$ cat config.mk
export PLATFORM = sky130hd
export DESIGN_NAME = vga_pattern_gen
export DESIGN_NICKNAME = d
export VERILOG_FILES = /design/src/rtl/vga_pkg.sv /design/src/rtl/vga_sync_counter.sv /design/src/rtl/vga_pattern_gen.sv
export SDC_FILE = /design/constraint.sdc
export NUM_CORES = 1
export LEC_CHECK = 0
export ABC_AREA = 1
export ABC_CLOCK_PERIOD_IN_PS = 5940
export BUFFER_PORTS_ARGS = -buffer_cell sky130_fd_sc_hd__buf_4
export CAP_MARGIN = 20
export CELL_PAD_IN_SITES_DETAIL_PLACEMENT = 1
export CELL_PAD_IN_SITES_GLOBAL_PLACEMENT = 2
export CORE_UTILIZATION = 37
export DETAILED_ROUTE_END_ITERATION = 6
export PLACE_DENSITY = 0.91
export REMOVE_ABC_BUFFERS = 1
export SYNTH_ARGS = -nofsm -noshare
export SYNTH_HDL_FRONTEND = slang
export SYNTH_HIERARCHICAL = 1
export SYNTH_SLANG_ARGS = --single-unit
$ cat constraint.sdc
create_clock -name clk25MHz -period 5.94 [get_ports clk25MHz]
set_clock_uncertainty 0.1 [all_clocks]
set_input_delay 0.297 -clock clk25MHz [delete_from_list [all_inputs] [get_ports clk25MHz]]
set_output_delay 0.297 -clock clk25MHz [all_outputs]
set_load 0.05 [all_outputs]
$ cat src/rtl/vga_pkg.sv
`default_nettype none
// +----------------------------------------------------------------------------+
// | Module      : vga_pkg                                                      |
// | Description : Shared types and constants for the VGA pattern generator:    |
// |               pattern-mode enum, colour-bar table and 640x480@60 timing.   |
// | Revision    : 1.0 - initial release                                        |
// +----------------------------------------------------------------------------+
package vga_pkg;

  // Counter / coordinate width; covers totals up to 1024 pixels or lines
  localparam int c_cnt_w = 10;

  // Default 640x480@60 timing (25.175 MHz nominal pixel clock)
  localparam int c_def_h_active = 640;
  localparam int c_def_h_fp     = 16;
  localparam int c_def_h_sync   = 96;
  localparam int c_def_h_bp     = 48;
  localparam int c_def_v_active = 480;
  localparam int c_def_v_fp     = 10;
  localparam int c_def_v_sync   = 2;
  localparam int c_def_v_bp     = 33;

  typedef enum logic [2:0] {
    MODE_SOLID    = 3'd0,
    MODE_BARS     = 3'd1,
    MODE_CHECKER  = 3'd2,
    MODE_GRADIENT = 3'd3,
    MODE_BOX      = 3'd4
  } vga_mode_e;

  // Colour-bar table as {R,G,B} on/off masks, left to right across the line
  function automatic logic [2:0] bar_rgb(input logic [2:0] idx);
    logic [2:0] mask;
    case (idx)
      3'd0:    mask = 3'b111; // white
      3'd1:    mask = 3'b110; // yellow
      3'd2:    mask = 3'b011; // cyan
      3'd3:    mask = 3'b010; // green
      3'd4:    mask = 3'b101; // magenta
      3'd5:    mask = 3'b100; // red
      3'd6:    mask = 3'b001; // blue
      default: mask = 3'b000; // black
    endcase
    return mask;
  endfunction

endpackage
`default_nettype wire

$ cat src/rtl/vga_sync_counter.sv
`default_nettype none
// +----------------------------------------------------------------------------+
// | Module      : vga_sync_counter                                             |
// | Description : Horizontal/vertical raster counters with region decode.      |
// |               Counters are held at (0,0) while enable is low.              |
// | Revision    : 1.0 - initial release                                        |
// +----------------------------------------------------------------------------+
module vga_sync_counter
  import vga_pkg::*;
#(
  parameter int H_ACTIVE = c_def_h_active,
  parameter int H_FP     = c_def_h_fp,
  parameter int H_SYNC   = c_def_h_sync,
  parameter int H_BP     = c_def_h_bp,
  parameter int V_ACTIVE = c_def_v_active,
  parameter int V_FP     = c_def_v_fp,
  parameter int V_SYNC   = c_def_v_sync,
  parameter int V_BP     = c_def_v_bp
) (
  input  logic               clk25MHz,
  input  logic               reset,
  input  logic               enable,
  output logic [c_cnt_w-1:0] h_cnt,
  output logic [c_cnt_w-1:0] v_cnt,
  output logic               active,
  output logic               hsync,
  output logic               vsync,
  output logic               first_pixel,
  output logic               last_pixel
);

  localparam int c_h_total = H_ACTIVE + H_FP + H_SYNC + H_BP;
  localparam int c_v_total = V_ACTIVE + V_FP + V_SYNC + V_BP;

  localparam logic [c_cnt_w-1:0] c_h_last     = c_cnt_w'(c_h_total - 1);
  localparam logic [c_cnt_w-1:0] c_v_last     = c_cnt_w'(c_v_total - 1);
  localparam logic [c_cnt_w-1:0] c_h_act      = c_cnt_w'(H_ACTIVE);
  localparam logic [c_cnt_w-1:0] c_v_act      = c_cnt_w'(V_ACTIVE);
  localparam logic [c_cnt_w-1:0] c_hs_start   = c_cnt_w'(H_ACTIVE + H_FP);
  localparam logic [c_cnt_w-1:0] c_hs_end     = c_cnt_w'(H_ACTIVE + H_FP + H_SYNC);
  localparam logic [c_cnt_w-1:0] c_vs_start   = c_cnt_w'(V_ACTIVE + V_FP);
  localparam logic [c_cnt_w-1:0] c_vs_end     = c_cnt_w'(V_ACTIVE + V_FP + V_SYNC);

  logic [c_cnt_w-1:0] r_h;
  logic [c_cnt_w-1:0] r_v;

  // Raster scan: h wraps every line, v advances on the last pixel of a line
  always_ff @(posedge clk25MHz or posedge reset) begin
    if (reset) begin
      r_h <= '0;
      r_v <= '0;
    end else if (!enable) begin
      r_h <= '0;
      r_v <= '0;
    end else if (r_h == c_h_last) begin
      r_h <= '0;
      r_v <= (r_v == c_v_last) ? '0 : r_v + 1'b1;
    end else begin
      r_h <= r_h + 1'b1;
    end
  end

  assign h_cnt       = r_h;
  assign v_cnt       = r_v;
  assign active      = (r_h < c_h_act) && (r_v < c_v_act);
  assign hsync       = (r_h >= c_hs_start) && (r_h < c_hs_end);
  assign vsync       = (r_v >= c_vs_start) && (r_v < c_vs_end);
  assign first_pixel = (r_h == '0) && (r_v == '0);
  assign last_pixel  = (r_h == c_h_last) && (r_v == c_v_last);

endmodule
`default_nettype wire

$ cat src/rtl/vga_pattern_gen.sv
`default_nettype none
// +----------------------------------------------------------------------------+
// | Module      : vga_pattern_gen                                              |
// | Description : Parametrised VGA timing and test-pattern generator with a    |
// |               one-cycle aligned output stage and an animated bouncing box. |
// | Revision    : 1.0 - initial release                                        |
// +----------------------------------------------------------------------------+
module vga_pattern_gen
  import vga_pkg::*;
#(
  parameter int H_ACTIVE = c_def_h_active,
  parameter int H_FP     = c_def_h_fp,
  parameter int H_SYNC   = c_def_h_sync,
  parameter int H_BP     = c_def_h_bp,
  parameter int V_ACTIVE = c_def_v_active,
  parameter int V_FP     = c_def_v_fp,
  parameter int V_SYNC   = c_def_v_sync,
  parameter int V_BP     = c_def_v_bp,
  parameter bit HS_POL   = 1'b0,
  parameter bit VS_POL   = 1'b0,
  parameter int COLOR_W  = 8,
  parameter int BOX_SIZE = 32
) (
  input  logic                 clk25MHz,
  input  logic                 reset,
  input  logic                 enable,
  input  logic [2:0]           mode,
  input  logic [3*COLOR_W-1:0] fg_color,
  output logic                 VGA_HS,
  output logic                 VGA_VS,
  output logic                 VGA_BLANK_N,
  output logic [COLOR_W-1:0]   VGA_R,
  output logic [COLOR_W-1:0]   VGA_G,
  output logic [COLOR_W-1:0]   VGA_B,
  output logic [9:0]           pix_x,
  output logic [9:0]           pix_y,
  output logic                 frame_start,
  output logic [15:0]          frame_count
);

  localparam logic [c_cnt_w-1:0] c_box_x_max = c_cnt_w'(H_ACTIVE - BOX_SIZE);
  localparam logic [c_cnt_w-1:0] c_box_y_max = c_cnt_w'(V_ACTIVE - BOX_SIZE);
  localparam logic [c_cnt_w-1:0] c_box_sz    = c_cnt_w'(BOX_SIZE);
  localparam logic [c_cnt_w-1:0] c_bar_w     = c_cnt_w'(H_ACTIVE / 8);

  logic [c_cnt_w-1:0]   w_h, w_v;
  logic                 w_active, w_hsync, w_vsync, w_first, w_last;
  vga_mode_e            r_mode_s, w_mode;
  logic [3*COLOR_W-1:0] r_fg_s, w_fg, w_rgb;
  logic [c_cnt_w-1:0]   r_box_x, r_box_y;
  logic                 r_dx, r_dy;
  logic [15:0]          r_frame_count;
  logic [2:0]           w_bar;
  logic                 w_in_box;

  vga_sync_counter #(
    .H_ACTIVE (H_ACTIVE), .H_FP (H_FP), .H_SYNC (H_SYNC), .H_BP (H_BP),
    .V_ACTIVE (V_ACTIVE), .V_FP (V_FP), .V_SYNC (V_SYNC), .V_BP (V_BP)
  ) u_sync (
    .clk25MHz    (clk25MHz),
    .reset       (reset),
    .enable      (enable),
    .h_cnt       (w_h),
    .v_cnt       (w_v),
    .active      (w_active),
    .hsync       (w_hsync),
    .vsync       (w_vsync),
    .first_pixel (w_first),
    .last_pixel  (w_last)
  );

  // Pixel (0,0) already uses the freshly sampled mode/colour so a whole frame
  // renders with one setting; every later pixel uses the shadow copy.
  assign w_mode = w_first ? vga_mode_e'(mode) : r_mode_s;
  assign w_fg   = w_first ? fg_color : r_fg_s;

  // Shadow mode/colour, loaded only at the top-left of the raster
  always_ff @(posedge clk25MHz or posedge reset) begin
    if (reset) begin
      r_mode_s <= MODE_SOLID;
      r_fg_s   <= '0;
    end else if (w_first) begin
      r_mode_s <= vga_mode_e'(mode);
      r_fg_s   <= fg_color;
    end
  end

  // Per-frame box motion and frame counter, advanced on the last pixel
  always_ff @(posedge clk25MHz or posedge reset) begin
    if (reset) begin
      r_box_x       <= '0;
      r_box_y       <= '0;
      r_dx          <= 1'b1;
      r_dy          <= 1'b1;
      r_frame_count <= '0;
    end else if (enable && w_last) begin
      r_frame_count <= r_frame_count + 1'b1;
      if (r_dx) begin
        if (r_box_x == c_box_x_max) begin
          r_dx    <= 1'b0;
          r_box_x <= r_box_x - 1'b1;
        end else begin
          r_box_x <= r_box_x + 1'b1;
        end
      end else begin
        if (r_box_x == '0) begin
          r_dx    <= 1'b1;
          r_box_x <= r_box_x + 1'b1;
        end else begin
          r_box_x <= r_box_x - 1'b1;
        end
      end
      if (r_dy) begin
        if (r_box_y == c_box_y_max) begin
          r_dy    <= 1'b0;
          r_box_y <= r_box_y - 1'b1;
        end else begin
          r_box_y <= r_box_y + 1'b1;
        end
      end else begin
        if (r_box_y == '0) begin
          r_dy    <= 1'b1;
          r_box_y <= r_box_y + 1'b1;
        end else begin
          r_box_y <= r_box_y - 1'b1;
        end
      end
    end
  end

  assign w_bar    = bar_rgb(3'(w_h / c_bar_w));
  assign w_in_box = (w_h >= r_box_x) && (w_h < r_box_x + c_box_sz) &&
                    (w_v >= r_box_y) && (w_v < r_box_y + c_box_sz);

  // Pattern selection for the pixel at the current counter position
  always_comb begin
    w_rgb = '0;
    case (w_mode)
      MODE_SOLID:    w_rgb = w_fg;
      MODE_BARS:     w_rgb = {{COLOR_W{w_bar[2]}}, {COLOR_W{w_bar[1]}}, {COLOR_W{w_bar[0]}}};
      MODE_CHECKER:  if (w_h[5] ^ w_v[5]) w_rgb = w_fg;
      MODE_GRADIENT: w_rgb = {COLOR_W'(w_h >> 2), COLOR_W'(w_v >> 1), COLOR_W'(r_frame_count)};
      MODE_BOX:      if (w_in_box) w_rgb = w_fg;
      default:       w_rgb = '0;
    endcase
  end

  // Output stage: everything registered from the same (h,v) for alignment
  always_ff @(posedge clk25MHz or posedge reset) begin
    if (reset) begin
      VGA_HS      <= ~HS_POL;
      VGA_VS      <= ~VS_POL;
      VGA_BLANK_N <= 1'b0;
      VGA_R       <= '0;
      VGA_G       <= '0;
      VGA_B       <= '0;
      pix_x       <= '0;
      pix_y       <= '0;
      frame_start <= 1'b0;
    end else if (!enable) begin
      VGA_HS      <= ~HS_POL;
      VGA_VS      <= ~VS_POL;
      VGA_BLANK_N <= 1'b0;
      VGA_R       <= '0;
      VGA_G       <= '0;
      VGA_B       <= '0;
      frame_start <= 1'b0;
    end else begin
      VGA_HS      <= w_hsync ? HS_POL : ~HS_POL;
      VGA_VS      <= w_vsync ? VS_POL : ~VS_POL;
      VGA_BLANK_N <= w_active;
      VGA_R       <= w_active ? w_rgb[3*COLOR_W-1:2*COLOR_W] : '0;
      VGA_G       <= w_active ? w_rgb[2*COLOR_W-1:COLOR_W]   : '0;
      VGA_B       <= w_active ? w_rgb[COLOR_W-1:0]           : '0;
      frame_start <= w_first;
      if (w_active) begin
        pix_x <= w_h;
        pix_y <= w_v;
      end
    end
  end

  assign frame_count = r_frame_count;

endmodule
`default_nettype wire
Yosys cells after proc, flatten, opt, wreduce, memory -nomap -nowiden
Index checks and enable logic that the tools add are counted.
Word-level totals
  register bits: 133
  logic and storage cells: 105
  output and inout port bits: 64
Cells by class
  $lt $le $gt $ge: 10
  multiplexer cells: 35
  reduce and logical (&&, ||, !) cells: 16
  div/mod/pow operators: 1
  equal/unequal tests: 15
  bitwise operators: 1
  add/sub/neg operators: 9
Operators with widths (count)
  case mux 24 bit (5 select lines): 1
  two-way mux 10 bit: 11
  two-way mux 24 bit: 3
  two-way mux 8 bit: 6
  adder 10 x 1 -> 10 bit (second input constant): 4
  logical NOT 10 bit: 4
  == test 10 bit (second input constant): 3
  case mux 3 bit (7 select lines): 1
  adder 10 x 6 -> 10 bit (second input constant): 2
  greater-or-equal comparator 10 bit: 2
  < comparator 10 bit: 2
  < comparator 10 bit (second input constant): 2
  < comparator 10 x 9 -> 1 bit (second input constant): 2
  subtractor 10 x 1 -> 10 bit (second input constant): 2
  adder 16 x 1 -> 16 bit (second input constant): 1
  == test 3 x 2 -> 1 bit (second input constant): 4
  == test 3 bit (second input constant): 4
  two-way mux 1 bit: 12
  divider 10 x 7 -> 10 bit (second input constant): 1
  == test 10 x 9 -> 1 bit (second input constant): 1
  greater-or-equal comparator 10 bit (second input constant): 1
  greater-or-equal comparator 10 x 9 -> 1 bit (second input constant): 1
  logical AND 1 bit: 9
  == test 3 x 1 -> 1 bit (second input constant): 2
  5 further kinds: 6

Logic depth before layout (Yosys ltp)
  word-level depth: 9
  gate-level depth with buffers: 17
  gate-level depth less buffers: 16

Hierarchy
The synthesis kept the hierarchy.
By module, submodules not included
  vga_pattern_gen: times used 1, cells each 826, area an instance 6635.1 µm²
  vga_sync_counter: times used 1, cells each 175, area an instance 1282.5 µm²

Worst setup path before layout
OpenSTA, ideal clock, no wires.
  kind: register to register
  start: register u_sync.r_h[1], in the netlist u_sync/h_cnt[1]
  end: register r_frame_count[15], in the netlist frame_count[15]
  clock period less this slack: 2.358 ns
  buffers on the path: 0
  library setup time: 0.140 ns
  arrival time: 2.118 ns
  path slack: 3.582 ns
  cell stages (with the launch flop): 14
  path through: dfrtp_1 > ha_1 > nand2_2 > nor2_4 > nand2_4 > nor3_1 > nand2_2 > nor3_4 > nand2_2 > nor2_4 > nand3_2 > nor2_2 > nand4_1 > xnor2_1
Between the ends
  cells in the longest elaborated chain, start to end: 3
RTL lines
  from (decl): line vga_sync_counter.sv:44  | logic [c_cnt_w-1:0] r_h;
  from (signal assigned): line vga_sync_counter.sv:59  | r_h <= r_h + 1'b1;
  == test 10 bit: line vga_sync_counter.sv:69  | assign last_pixel = (r_h == c_h_last) && (r_v == c_v_last);
  logical AND 1 bit: line vga_sync_counter.sv:69
  named net w_last: line vga_pattern_gen.sv:47  | logic w_active, w_hsync, w_vsync, w_first, w_last;
  logical AND 1 bit: line vga_pattern_gen.sv:96  | end else if (enable && w_last) begin
  to (signal assigned): line vga_pattern_gen.sv:97  | r_frame_count <= r_frame_count + 1'b1;
  to (decl): line vga_pattern_gen.sv:52  | logic [15:0] r_frame_count;
The timed path passes the listed nets, and every way through them passes these cells.
A chain may end at the register's enable or synchronous reset.

Final worst setup path
  start: register u_sync.r_h[5], in the netlist u_sync/h_cnt[5]
  end: register VGA_B[4]
Between the ends
  elaborated cells on any way between the ends: 31
  classes of those cells: div: 1; order compare: 3; eq/ne: 10; mux: 8; bitwise: 1; reduce/logical: 8
RTL lines
  logical NOT 10 bit (*): line vga_sync_counter.sv:68  | assign first_pixel = (r_h == '0) && (r_v == '0);
  logical AND 1 bit (*): line vga_sync_counter.sv:68
  named net w_first: line vga_pattern_gen.sv:47
  two-way mux 3 bit (*)
  named net w_mode[2]: line vga_pattern_gen.sv:48  | vga_mode_e r_mode_s, w_mode;
  == test 3 bit (tied with other cells): line vga_pattern_gen.sv:138  | case (w_mode)
  case mux 24 bit (5 select lines) (*): line vga_pattern_gen.sv:138
  two-way mux 8 bit (*): line vga_pattern_gen.sv:174  | VGA_B <= w_active ? w_rgb[COLOR_W-1:0] : '0;
  two-way mux 8 bit (*): line vga_pattern_gen.sv:160  | end else if (!enable) begin
  to (signal assigned): line vga_pattern_gen.sv:174
  to (decl): line vga_pattern_gen.sv:34  | output logic [COLOR_W-1:0] VGA_B,
Mark *: on every way through the listed nets, which the timed path passes. The rest lies on a longest branch.

==> results.toml <==
[sta]
tightest_slew_ns = 0.885
maxSlewHeadroom = 0.410
post-route-min-period_ns = 3.49
slew_violations = 0
rsz0062_at_grt = "no"
period_share = 0.588
max_clock_freq_mhz = 286
hold_viol = 0
fin_tns_setup_ns = 0
setup_viol = 0

[setup_path]
crit_path_cell_trace = "inv_1, nand2_1, nor2_1, nand4_1, nor2_2, buf_4, inv_2, nand2_1, nand2_2, nor2_1, a21boi_4, nand2_1, o21ai_0, nor2_1, a21oi_2"
criticalPathCategory = "reg2reg"
cp.arrival_ns = 3.75
path_max_fanout = 29
slowest_delay_ns = 0.63
worst_ep_required_time_ns = 6.20
path_delay_family = "simple AND/OR/NAND/NOR gates"
crit_slowest_cell = "a21boi_4"
critPathCaptureType = "flip-flop"
cp-start-kind = "flip-flop"
crit_buf_inv = 3

[placement]
dp.cells = 1347
io_buffers = 93
gp_congestion = 0.822
dp_hpwl_um = 16400

[layout]
syn2layout_area_growth_pct = 19.5
fillers = 2526
diodes = 0
finalNonFillerCells = 1380
fin_util = 0.450
drive_gt1_frac = 0.186
nets = 1165
ff_latch_area_sq_um = 3330
multiInputGateArea_sq_um = 4000

[routing]
drtAntennaViolNets = 0
viasPerCell = 5.03
wl_um = 22900
wl_per_cell_um = 16.6
firstDrtPassIters = 4
drt-initial-drc-count = 262
drc = 0
vias = 6940

[clock_network]
post_cts_buffers = 0
htree_levels = 4
cts_tree = "done"
cts.reportedPaths.clkPinSlew_ns = 0.06
cts-buffers-inserted = 17
root_buffer = "clkbuf_16"
clockBufferDepth = 2
clk-insertion-delay-late_ns = 0.43
cts_sinks = 133
cts_resized = 0

[grt]
grt_overflow = 0
grt_start_max_net_pins = 70
gr-usage-all-layers = 0.221
grt_antenna_before_repair = 0
grt_pass1_vias = 7414
grt_pass1_wl_um = 38000

[logic_synthesis]
ys_types = 49
seq_area_frac_synth = 0.421
synth_area_sq_um = 7920
synthCells = 1001
ys_warn_count = 6
syn_area_per_cell_sq_um = 7.91
ys_ff_latch = 133

[power]
p_switching_mw = 0.821
clockPowerShare = 0.435
ir_drop_uv = 195
p_leak_nw = 4.73
swShare = 0.321
power_density_nw_per_um2 = 270
pwr-share-comb = 0.173
p_seq_frac = 0.392
p_int_mw = 1.73

[floorplan]
core.rowCount = 53
core_sq_um = 21000
die_w_um = 148
die_area_sq_um = 22000
io_pins = 94
initial_utilization = 0.377
die_y_um = 148

[status]
outcome = "finished clean"

[run]
drv_cap = 0

[worst_hold_path]
hp-class = "in2reg"
[Yosys cell counts, drive strengths merged]
library cell,count,share of area
xnor2,8,0.0088
nand3b,10,0.010
nor4,2,0.0016
inv,110,0.052
nand2,303,0.15
nor3b,2,0.0019
xor2,35,0.039
buf,15,0.015
a31o,1,0.0011
a21oi,45,0.033
o211ai,5,0.0054
clkbuf,11,0.0054
dfrtp,129,0.41
or2,3,0.0024
o22ai,3,0.0024
a21o,3,0.0028
a22oi,1,0.00095
nand4,18,0.016
a21boi,2,0.0038
o21ai,49,0.033
a31oi,3,0.0024
a221oi,8,0.0088
o21a,1,0.00095
clkinv,3,0.0014
dfstp,4,0.013
nor2,123,0.068
nor3,14,0.012
nand3,47,0.032
ha,43,0.068
[repair_timing]
action                                  4_1_cts  5_1_grt
endpoints found under the hold margin        61        0
hold buffers                                  1        0
endpoints found under the setup margin        0        0
[power groups by stage]
stage	Clock [mW]	Combinational [mW]	Sequential (mW)
6_report	1.11	0.441	1.00
5_1_grt	1.17	0.485	1.01
4_1_cts	1.13	0.448	1.00
3_5_place_dp	0	0.444	1.02
3_3_place_gp	0	0.432	1.01
2_1_floorplan	0	0.199	1.11
[worst paths after layout]
path                                      startpoint                     to  slack (ns)  cells past startpoint
max reg2reg                u_sync/h_cnt[5]$_DFF_PP0_     VGA_B[4]$_DFF_PP0_        2.45                     15
min in group asynchronous                      reset  frame_start$_DFF_PP0_        0.43                      3
min                                     fg_color[18]   r_fg_s[18]$_DFF_PP0_        0.03                      3
min reg2reg                     pix_y[1]$_DFFE_PP0P_   pix_y[1]$_DFFE_PP0P_        0.38                      2
max                        u_sync/h_cnt[5]$_DFF_PP0_     VGA_B[4]$_DFF_PP0_        2.45                     15
max in group asynchronous                      reset   pix_y[2]$_DFFE_PP0P_        3.99                      4
[cell usage in the layout, fill, tap and decap left out, types with 4 or more instances in the layout]
master     synthesis  routed
nand3b_1           9       9
nand2_2           15      15
nand2_4            4       4
inv_6              0       6
o21ai_0           42      42
nand4_1           17      17
xor2_1            35      35
o211ai_1           4       4
xnor2_1            8       8
buf_4              2      97
a21oi_1           36      36
dfrtp_1          129     129
a221oi_1           8       8
inv_1            104     103
nor2_1           106     105
dfstp_2            4       4
clkbuf_16          0      17
o21ai_2            4       5
nor3_1            11      11
ha_1              43      43
a21oi_2            9       9
nor2_2            12      13
nor2_4             4       4
nand2_1          284     284
inv_2              5       5
nand3_1           44      44
[routing by layer]
metal | GRT usage | up-vias | wire length (um)
li1 | - | 3391 | -
met1 | 0.274 | 3388 | 10300
met2 | 0.383 | 133 | 11200
met3 | 0.0439 | 28 | 946
met4 | 0.0691 | 0 | 439
met5 | 0 | - | 0
[per-stage QoR]
stage	hold slack (ns)	setup WS [ns]	instance area (sq um)	power, mW
final	0.0300	2.45	9460	2.55
after global routing	0.0297	2.05	9460	2.66
after CTS	0.0184	2.36	9460	2.58
after detailed placement	0.344	2.42	8840	1.46
after global placement	0.338	2.64	8840	1.45
after floorplan	0.161	2.36	7760	1.30
[flip-flops by register name, summed over array words and instances (netlist names), 3 cells and up]
register,cells
frame_count,16
VGA_R,8
r_box_x,10
r_box_y,10
VGA_B,8
u_sync/h_cnt,10
r_mode_s,3
VGA_G,8
u_sync/v_cnt,10
pix_y,10
pix_x,10
r_fg_s,24
[final cells by class]
| cell class | instances | share of cell area |
|---|---|---|
| tap | 275 | 0.0364 |
| sequential | 133 | 0.352 |
| inverter | 113 | 0.0454 |
| clock inverter | 15 | 0.0197 |
| clock buffer | 17 | 0.0450 |
| timing repair buffer | 98 | 0.0780 |
| multi-input combinational | 729 | 0.423 |
[tightest hold or removal path: stages]
cell and delay [ns]:
buf_4 0.08, nand2_1 0.04, nand2_1 0.09
[kinds of logic after synthesis]
| logic type | count (synthesis) | share of synthesized area |
|---|---|---|
| xor+xnor | 43 | 0.0476 |
| fa+ha+maj | 43 | 0.0680 |
| buf+inv | 139 | 0.0741 |
| flops | 133 | 0.421 |
| compound gates | 121 | 0.0942 |
| simple gates | 522 | 0.295 |
Power figures use the tool's default switching activity.
